$ cat src/rtl/mc_pkg.sv
// Shared types and defaults for the memory-controller request path.
package mc_pkg;

   localparam int MC_ADDR_W          = 33;
   localparam int MC_DEFAULT_DEPTH   = 16;
   localparam int MC_DEFAULT_LATENCY = 100;

   typedef enum logic [1:0] {
      READ   = 2'd0,
      WRITE  = 2'd1,
      IFETCH = 2'd2
   } op_e;

   typedef struct packed {
      op_e                  op;
      logic [MC_ADDR_W-1:0] addr;
   } req_t;

endpackage

$ cat src/rtl/mc_slot_timer.sv
// Per-slot service timer: loadable down-counter that saturates at zero.
module mc_slot_timer #(
   parameter int W = 7
) (
   input  logic         clk,
   input  logic         rst_n,
   input  logic         load,
   input  logic [W-1:0] load_val,
   output logic         zero
);

   logic [W-1:0] cnt;

   always_ff @(posedge clk or negedge rst_n) begin
      if (!rst_n) begin
         cnt <= '0;
      end else if (load) begin
         cnt <= load_val;
      end else if (cnt != '0) begin
         cnt <= cnt - W'(1);
      end
   end

   assign zero = (cnt == '0);

endmodule

$ cat src/rtl/mc_req_queue.sv
// Latency-holding request queue between the request front end and the DRAM scheduler.
// Optional occupancy/stall statistics are enabled with MC_REQ_QUEUE_STATS_EN.
module mc_req_queue
   import mc_pkg::*;
#(
   parameter int DEPTH   = MC_DEFAULT_DEPTH,
   parameter int LATENCY = MC_DEFAULT_LATENCY,
   parameter int ADDR_W  = MC_ADDR_W,
   parameter int OP_W    = 2
) (
   input  logic                         clk,
   input  logic                         rst_n,
   input  logic                         in_valid,
   output logic                         in_ready,
   input  logic [OP_W-1:0]              in_op,
   input  logic [ADDR_W-1:0]            in_addr,
   output logic                         out_valid,
   input  logic                         out_ready,
   output logic [OP_W-1:0]              out_op,
   output logic [ADDR_W-1:0]            out_addr,
   output logic [$clog2(DEPTH+1)-1:0]   count,
   output logic                         full,
   output logic                         empty
`ifdef MC_REQ_QUEUE_STATS_EN
   ,
   output logic [$clog2(DEPTH+1)-1:0]   hwm,
   output logic [31:0]                  stall_cnt
`endif
);

   localparam int PTR_W = $clog2(DEPTH);
   localparam int CNT_W = $clog2(DEPTH+1);
   localparam int TMR_W = $clog2(LATENCY+1);

   localparam logic [PTR_W-1:0] LAST_PTR = PTR_W'(DEPTH-1);
   localparam logic [CNT_W-1:0] FULL_CNT = CNT_W'(DEPTH);
   localparam logic [TMR_W-1:0] LOAD_VAL = TMR_W'(LATENCY);

   logic [OP_W-1:0]   op_mem   [DEPTH];
   logic [ADDR_W-1:0] addr_mem [DEPTH];
   logic [PTR_W-1:0]  wr_ptr;
   logic [PTR_W-1:0]  rd_ptr;
   logic [CNT_W-1:0]  count_nxt;
   logic [DEPTH-1:0]  slot_load;
   logic [DEPTH-1:0]  slot_zero;
   logic              enq;
   logic              deq;

   assign full      = (count == FULL_CNT);
   assign empty     = (count == '0);
   assign in_ready  = !full;
   assign enq       = in_valid && in_ready;
   assign out_valid = !empty && slot_zero[rd_ptr];
   assign deq       = out_valid && out_ready;

   // Gating on empty keeps the head outputs at zero after reset instead of stale slot data.
   assign out_op    = empty ? '0 : op_mem[rd_ptr];
   assign out_addr  = empty ? '0 : addr_mem[rd_ptr];

   always_comb begin
      slot_load = '0;
      if (enq) begin
         slot_load[wr_ptr] = 1'b1;
      end
   end

   always_comb begin
      count_nxt = count;
      if (enq && !deq) begin
         count_nxt = count + CNT_W'(1);
      end else if (deq && !enq) begin
         count_nxt = count - CNT_W'(1);
      end
   end

   for (genvar g = 0; g < DEPTH; g++) begin : g_slot
      mc_slot_timer #(
         .W        (TMR_W)
      ) u_timer (
         .clk      (clk),
         .rst_n    (rst_n),
         .load     (slot_load[g]),
         .load_val (LOAD_VAL),
         .zero     (slot_zero[g])
      );
   end

   always_ff @(posedge clk) begin
      if (enq) begin
         op_mem[wr_ptr]   <= in_op;
         addr_mem[wr_ptr] <= in_addr;
      end
   end

   always_ff @(posedge clk or negedge rst_n) begin
      if (!rst_n) begin
         wr_ptr <= '0;
         rd_ptr <= '0;
         count  <= '0;
      end else begin
         if (enq) begin
            wr_ptr <= (wr_ptr == LAST_PTR) ? '0 : wr_ptr + PTR_W'(1);
         end
         if (deq) begin
            rd_ptr <= (rd_ptr == LAST_PTR) ? '0 : rd_ptr + PTR_W'(1);
         end
         count <= count_nxt;
      end
   end

`ifdef MC_REQ_QUEUE_STATS_EN
   always_ff @(posedge clk or negedge rst_n) begin
      if (!rst_n) begin
         hwm       <= '0;
         stall_cnt <= '0;
      end else begin
         if (count_nxt > hwm) begin
            hwm <= count_nxt;
         end
         if (in_valid && !in_ready && stall_cnt != '1) begin
            stall_cnt <= stall_cnt + 32'd1;
         end
      end
   end
`endif

endmodule
$ cat config.mk
export PLATFORM = sky130hd
export DESIGN_NAME = mc_req_queue
export DESIGN_NICKNAME = d
export VERILOG_FILES = /design/src/rtl/mc_pkg.sv /design/src/rtl/mc_slot_timer.sv /design/src/rtl/mc_req_queue.sv
export SDC_FILE = /design/constraint.sdc
export NUM_CORES = 1
export LEC_CHECK = 0
export CAP_MARGIN = 5
export CORE_MARGIN = 3
export CORE_UTILIZATION = 35
export DETAILED_ROUTE_END_ITERATION = 6
export HOLD_SLACK_MARGIN = 0.15
export SYNTH_ARGS = -nofsm -noshare
export SYNTH_HDL_FRONTEND = slang
export SYNTH_SLANG_ARGS = --single-unit
export TNS_END_PERCENT = 100
$ cat constraint.sdc
create_clock -name clk -period 9.3 [get_ports clk]
set_clock_uncertainty 0.1 [all_clocks]
set_input_delay 2.79 -clock clk [delete_from_list [all_inputs] [get_ports clk]]
set_output_delay 2.79 -clock clk [all_outputs]
set_load 0.01 [all_outputs]
==> flow_metrics.tcl, run 1 <==
set metrics [dict create \
    status "completed" \
    r2r_slack_ns 4.65 \
    drt_iter0_markers 1214 \
    avgSynthCellArea_um2 18.34 \
    min_path_type "flop to flop" \
    grt_max_degree 110 \
    coreArea_um2 79130 \
    track_usage_pct 15.26 \
    tritoncts "yes" \
    routedWlPerCell_um 22.64 \
    cap_violations 0 \
    wl_um 62530 \
    cts.sinks 685 \
    period_share_pct 76.80 \
    synth_edf_count 560 \
    drive_gt1_share_pct 19.74 \
    path_class "flop to output port" \
    min-delay-start "g_slot[4].u_timer.cnt[6]$_DFFE_PN0P_" \
    syn2layout_area_growth_pct 15.87 \
    postRouteAntennaNets 0 \
    cp.required_ns 6.41 \
    final_nets 1730 \
    drc_errors 0 \
    reg2reg_to "count[4]$_DFFE_PN0P_" \
    fin_cells 2762 \
    peakVddDrop_mv 0.2458 \
    hold_end "g_slot[4].u_timer.cnt[6]$_DFFE_PN0P_" \
    antenna_found_initial 7 \
    power.leakage_uw 0.01090 \
    initial_core_util_pct 35.39 \
    synth_cells 1527 \
    end_kind "output port" \
    grt_overflow 0 \
    grt_setup_unrepaired "no" \
    synth.cell_area_um2 28010 \
    critPathLaunchType "flop" \
    cp_data_arrival_time_ns 4.25 \
    fmax_mhz 140.0 \
    avgViaCountPerCell 5.134 \
    hpwl_um 33080 \
    dieHeight_um 288.9 \
    grt_pass1_vias 14990 \
    cts_root_buffer "clkbuf_16" \
    yosys.area.top_type_share_pct 60.05 \
    min_period_ns 7.142 \
    fill_cells 6942 \
    tightest_slew_ns 1.081 \
    cellPowerDensity_nw_per_um2 318.7 \
    cts_resized 0 \
    htree_levels 3 \
    grt_pass1_wl_um 94110 \
    synthFlopType "edfxtp_1" \
    cts_setup_buffers 0 \
    num_vias 14180 \
    seqCellArea_um2 19960 \
    hold_viol 0 \
    slew_headroom_pct 27.90 \
    die_w_um 288.9 \
    portBuffers 82 \
    path_clk_slew_ns 0.06 \
    r2r-start "rd_ptr[0]$_DFFE_PN0P_" \
    dieArea_um2 83450 \
    yosys_register_bits 685 \
    yosysTopAreaCell "edfxtp_1" \
    synth.distinct_cells 50 \
    path_max_fanout 109 \
    hold_depth 2 \
    cts_buffers 72 \
    synth_area_leaders "edfxtp_1 (60%), mux4_2 (14%), dfrtp_1 (11%), ha_1 (1.8%), xnor2_1 (1.6%)" \
    multi_input_area_um2 7505 \
    routabilityCongestion 0.7830 \
    synth_async_sr_flop_share_pct 18.25 \
    ys_seq_area_share_pct 71.21 \
    rr_worst_depth 14 \
    yosysWarnings 0 \
    clk_latency_ns 0.59 \
    slew_violations 0 \
    dp.cells 2625 \
    io-pin-count 83 \
    placementRows 103 \
    tns_ns 0 \
    postCtsHoldBufs 0 \
    syn-num-nets 1608 \
    first_pass_iters 5 \
    cts_buffer_depth 3 \
    setup_viol 0 \
]
[registers in the layout (all words and copies together), names as in the netlist]
register / cells
rd_ptr: 4
count: 5
op_mem: 32
g_slot.u_timer.cnt: 112
addr_mem: 528
wr_ptr: 4
[power breakdown]
part | internal, uW | switching, uW
Clock | 1770 | 1160
Combinational | 1620 | 1540
Sequential | 3850 | 412
Total | 7230 | 3110
[cell usage after synthesis, types with 4 or more instances]
master / instances
edfxtp_1: 560
mux4_2: 175
dfrtp_1: 125
nor2_1: 94
nand2_1: 71
inv_1: 51
xnor2_1: 51
nand3_1: 45
ha_1: 41
nor2b_1: 41
clkbuf_1: 31
xor2_1: 23
nor4_1: 22
a21oi_1: 16
or3_1: 16
buf_6: 15
nor3_1: 15
a211oi_1: 14
o21ai_0: 13
buf_2: 10
nand4_1: 10
inv_2: 8
nand3b_1: 8
a211o_1: 7
nand2b_1: 7
nor4_2: 6
and2_1: 5
nand4b_1: 5
o211ai_1: 5
and3_1: 4
nor4b_1: 4
or4_1: 4
[cells by family after synthesis]
kind of cell               count (synthesis)  share of synthesized area [%]
DFF                                      685                          71.21
muxes                                    179                          14.23
xor gates and xnor gates                  74                          2.314
adders and majority gates                 42                          1.903
AOI/OAI and AO/OA                         67                          1.658
buffers and inverters                    117                          2.015
and+or+nand+nor                          363                          6.670
[placed cells by master (no fill, tap or decap), drive strengths merged, types with 7 or more instances in the layout]
cell type,instances
a211o,7
ha,41
nand3,45
mux4,175
clkbuf,95
xor2,23
xnor2,51
a21oi,17
bufinv,9
edfxtp,560
nor2,94
clkinv,29
nand4,10
nand2,71
nor3,15
nor2b,41
a211oi,15
dfrtp,125
or3,16
o21ai,14
nor4,28
nand3b,8
inv,58
nand2b,7
buf,25
clkdlybuf4s50,81
[layout make-up]
type                            count  area share (%)
Tap cell                         1050           4.048
Timing Repair Buffer              106           3.115
Sequential cell                   685           61.50
Antenna cell                        5         0.03856
Inverter                           59          0.6979
Multi-Input combinational cell    725           23.13
Clock inverter                     37           1.338
Clock buffer                       95           6.138
[how the worst max path moves through the flow]
stage	startpoint	end	slack, ns	cells after the start
final	rd_ptr[0]$_DFFE_PN0P_	out_addr[30]	2.16	5
after global placement	rd_ptr[0]$_DFFE_PN0P_	out_addr[30]	2.62	5
after detailed placement	rd_ptr[0]$_DFFE_PN0P_	out_addr[30]	2.63	5
after floorplan	in_valid	count[4]$_DFFE_PN0P_	4.37	11
after global routing	rd_ptr[0]$_DFFE_PN0P_	out_addr[30]	1.82	5
after CTS	rd_ptr[0]$_DFFE_PN0P_	out_addr[30]	1.97	5
[stage by stage]
step           utilization [%]  power (uW)  setup WS (ns)  instance area [um^2]  hold WS [ns]
2_1_floorplan                -        6450          4.374                 28010        0.3769
3_3_place_gp             37.93        7457          2.619                 30010        0.3930
3_5_place_dp             37.93        7549          2.634                 30010        0.4059
4_1_cts                  40.99       10500          1.969                 32440        0.4186
5_1_grt                  41.00       10940          1.816                 32440        0.4488
6_report                 41.01       10340          2.158                 32450        0.4102
[critical path, stage by stage, from the launching register on]
cell	delay (ns)
dfrtp_4	1.00
buf_12	0.77
mux4_2	0.60
mux4_2	0.47
nor2b_1	0.22
clkdlybuf4s50_1	0.56
[per-layer routing]
metal / track usage [%] / vias to the layer above / share of wire [%]
met2: 25.82 / 355 / 50
met3: 3.124 / 103 / 6.0
met4: 4.952 / 4 / 2.4
li1: - / 6246 / -
met5: 0 / - / 0.037
met1: 19.77 / 7471 / 42
(Power assumes the default switching activity.)
==> inputs of run 2 (changes only) <==
==> constraint.sdc (replaced) <==
create_clock -name clk -period 6.09 [get_ports clk]
set_clock_uncertainty 0.1 [all_clocks]
set_input_delay 1.827 -clock clk [delete_from_list [all_inputs] [get_ports clk]]
set_output_delay 1.827 -clock clk [all_outputs]
set_load 0.01 [all_outputs]
==> run 2 against run 1 <==
  * Final cell count is 0.62% higher
  * Wire length is 1.2% lower
  * Clock-buffer cell count is 7 higher
  * Global-route usage is 0.13 points lower
  * Core utilization is 0.26 points higher
  * Register-to-register slack worse by 2.7 ns
  * Final area is 0.64% higher
  * First-iteration DRC count is 20% lower
  * Combinational power is 52% higher
  * Critical path type unchanged
==> flow_metrics.tcl, run 2 (synthesis results as in run 1) <==
set metrics [dict create \
    status "completed" \
    portBuffers 82 \
    clk_latency_ns 0.59 \
    hpwl_um 35730 \
    cap_violations 0 \
    dieHeight_um 288.9 \
    drc_errors 0 \
    grt_setup_unrepaired "no" \
    track_usage_pct 15.13 \
    hold_viol 0 \
    layout_commonest_cell "edfxtp_1" \
    postRouteAntennaNets 0 \
    path_clk_slew_ns 0.06 \
    path_cells "buf_4 -> mux4_2 -> mux4_2 -> nor2b_1 -> clkdlybuf4s50_1" \
    cp_top_family "multiplexers" \
    cts_resized 0 \
    wl_um 61790 \
    largest-register "addr_mem" \
    grt_max_degree 79 \
    initial_core_util_pct 35.39 \
    critPathMaxStageDelay_ns 0.91 \
    min-delay-start "g_slot[4].u_timer.cnt[6]$_DFFE_PN0P_" \
    coreArea_um2 79130 \
    cts_buffers 75 \
    cts_buffer_depth 3 \
    drive_gt1_share_pct 20.34 \
    cts.sinks 685 \
    total_power_uw 15820 \
    setup_viol 0 \
    critPathLaunchType "flop" \
    path_max_fanout 37 \
    min_period_ns 5.680 \
    final_nets 1748 \
    tns_ns 0 \
    io-pin-count 83 \
    min_path_type "flop to flop" \
    dp.cells 2640 \
    cts_setup_buffers 0 \
    placementRows 103 \
    htree_levels 3 \
    crit_slowest_cell "dfrtp_4" \
    path_class "flop to output port" \
    end_kind "output port" \
    largest_register_ffs 528 \
    worst-path-buf-inv 2 \
    slew_headroom_pct 42.16 \
    avgViaCountPerCell 5.055 \
    grt_pass1_wl_um 93980 \
    antenna_found_initial 4 \
    reg_top3 "addr_mem (528), g_slot.u_timer.cnt (112), op_mem (32)" \
    cts_root_buffer "clkbuf_16" \
    r2r-start "rd_ptr[1]$_DFFE_PN0P_" \
    startpoint "rd_ptr[0]$_DFFE_PN0P_" \
    drt_iter0_markers 968 \
    dieArea_um2 83450 \
    syn2layout_area_growth_pct 16.62 \
    period_share_pct 93.26 \
    tritoncts "yes" \
    num_vias 14050 \
    die_w_um 288.9 \
    cellPowerDensity_nw_per_um2 484.3 \
    slew_violations 0 \
    routabilityCongestion 0.7548 \
    cp.required_ns 4.16 \
    fin_cells 2779 \
    postCtsHoldBufs 0 \
    routedWlPerCell_um 22.24 \
    power.leakage_uw 0.01099 \
    grt_pass1_vias 15080 \
    grt_overflow 0 \
    final_cell_mix "edfxtp_1 (560), mux4_2 (175), dfrtp_1 (121)" \
    first_pass_iters 5 \
    tightest_slew_ns 0.8676 \
    fmax_mhz 176.1 \
    peakVddDrop_mv 0.1952 \
    cp_data_arrival_time_ns 3.75 \
    cpMostUsedCell "mux4_2" \
]
-- run 2: cell types whose count changed in the layout (fill, tap and decap cells not counted) --
| cell | delta |
|---|---|
| diode_2 | -2 |
| inv_2 | +3 |
| clkinv_4 | -1 |
| bufinv_16 | -2 |
| clkbuf_16 | +2 |
| clkinvlp_4 | +4 |
| buf_12 | +9 |
| clkinv_2 | -6 |
| clkinv_8 | -2 |
| inv_6 | +1 |
| buf_4 | +6 |
| clkbuf_1 | +5 |
-- run 2: tightest hold or removal path: stages, from the launching register on --
cell	delay [ns]
dfrtp_1	0.36
nand2_1	0.06
nand3_1	0.07
-- run 2: path summary, 6_finish.rpt --
path,end,slack [ns],cells after the start
max,out_addr[31],0.41,5
min,g_slot[4].u_timer.cnt[6]$_DFFE_PN0P_,0.42,2
max reg2reg,count[4]$_DFFE_PN0P_,1.92,15
min reg2reg,g_slot[4].u_timer.cnt[6]$_DFFE_PN0P_,0.42,2
max in group asynchronous,g_slot[8].u_timer.cnt[5]$_DFFE_PN0P_,3.85,2
min in group asynchronous,g_slot[11].u_timer.cnt[0]$_DFFE_PN0P_,1.18,1
-- run 2: metrics by stage --
step           hold slack (ns)  area (um^2)  utilization, %  setup WS, ns
4_1_cts                 0.4193        32650           41.26        0.3149
5_1_grt                 0.4333        32650           41.26        0.1712
3_3_place_gp            0.3932        30230           38.21        0.9698
2_1_floorplan           0.3769        28010               -         2.127
6_report                0.4195        32660           41.27        0.4105
3_5_place_dp            0.4070        30230           38.21        0.9677
-- run 2: layer usage --
metal  track usage, %  up-vias  share of wire [%]
met5                0        -              0.011
met4            4.624        2                2.1
met3            3.131       91                5.3
met2            26.00      268                 51
met1            19.35     7407                 41
li1                 -     6281                  -
-- run 2: power by group --
part / switching, uW / internal (uW)
combinational: 2270 / 2530
clock: 1780 / 2670
sequential: 689 / 5870
-- run 2: final cells by class --
cell class | count | area, um^2
Timing Repair Buffer | 121 | 1236
Fill cell | 6962 | 46470
Inverter | 59 | 222.7
Antenna cell | 3 | 7.507
Tap cell | 1050 | 1314
Clock inverter | 34 | 356.6
Clock buffer | 102 | 2061
Multi-Input combinational cell | 725 | 7505
Sequential cell | 685 | 19960
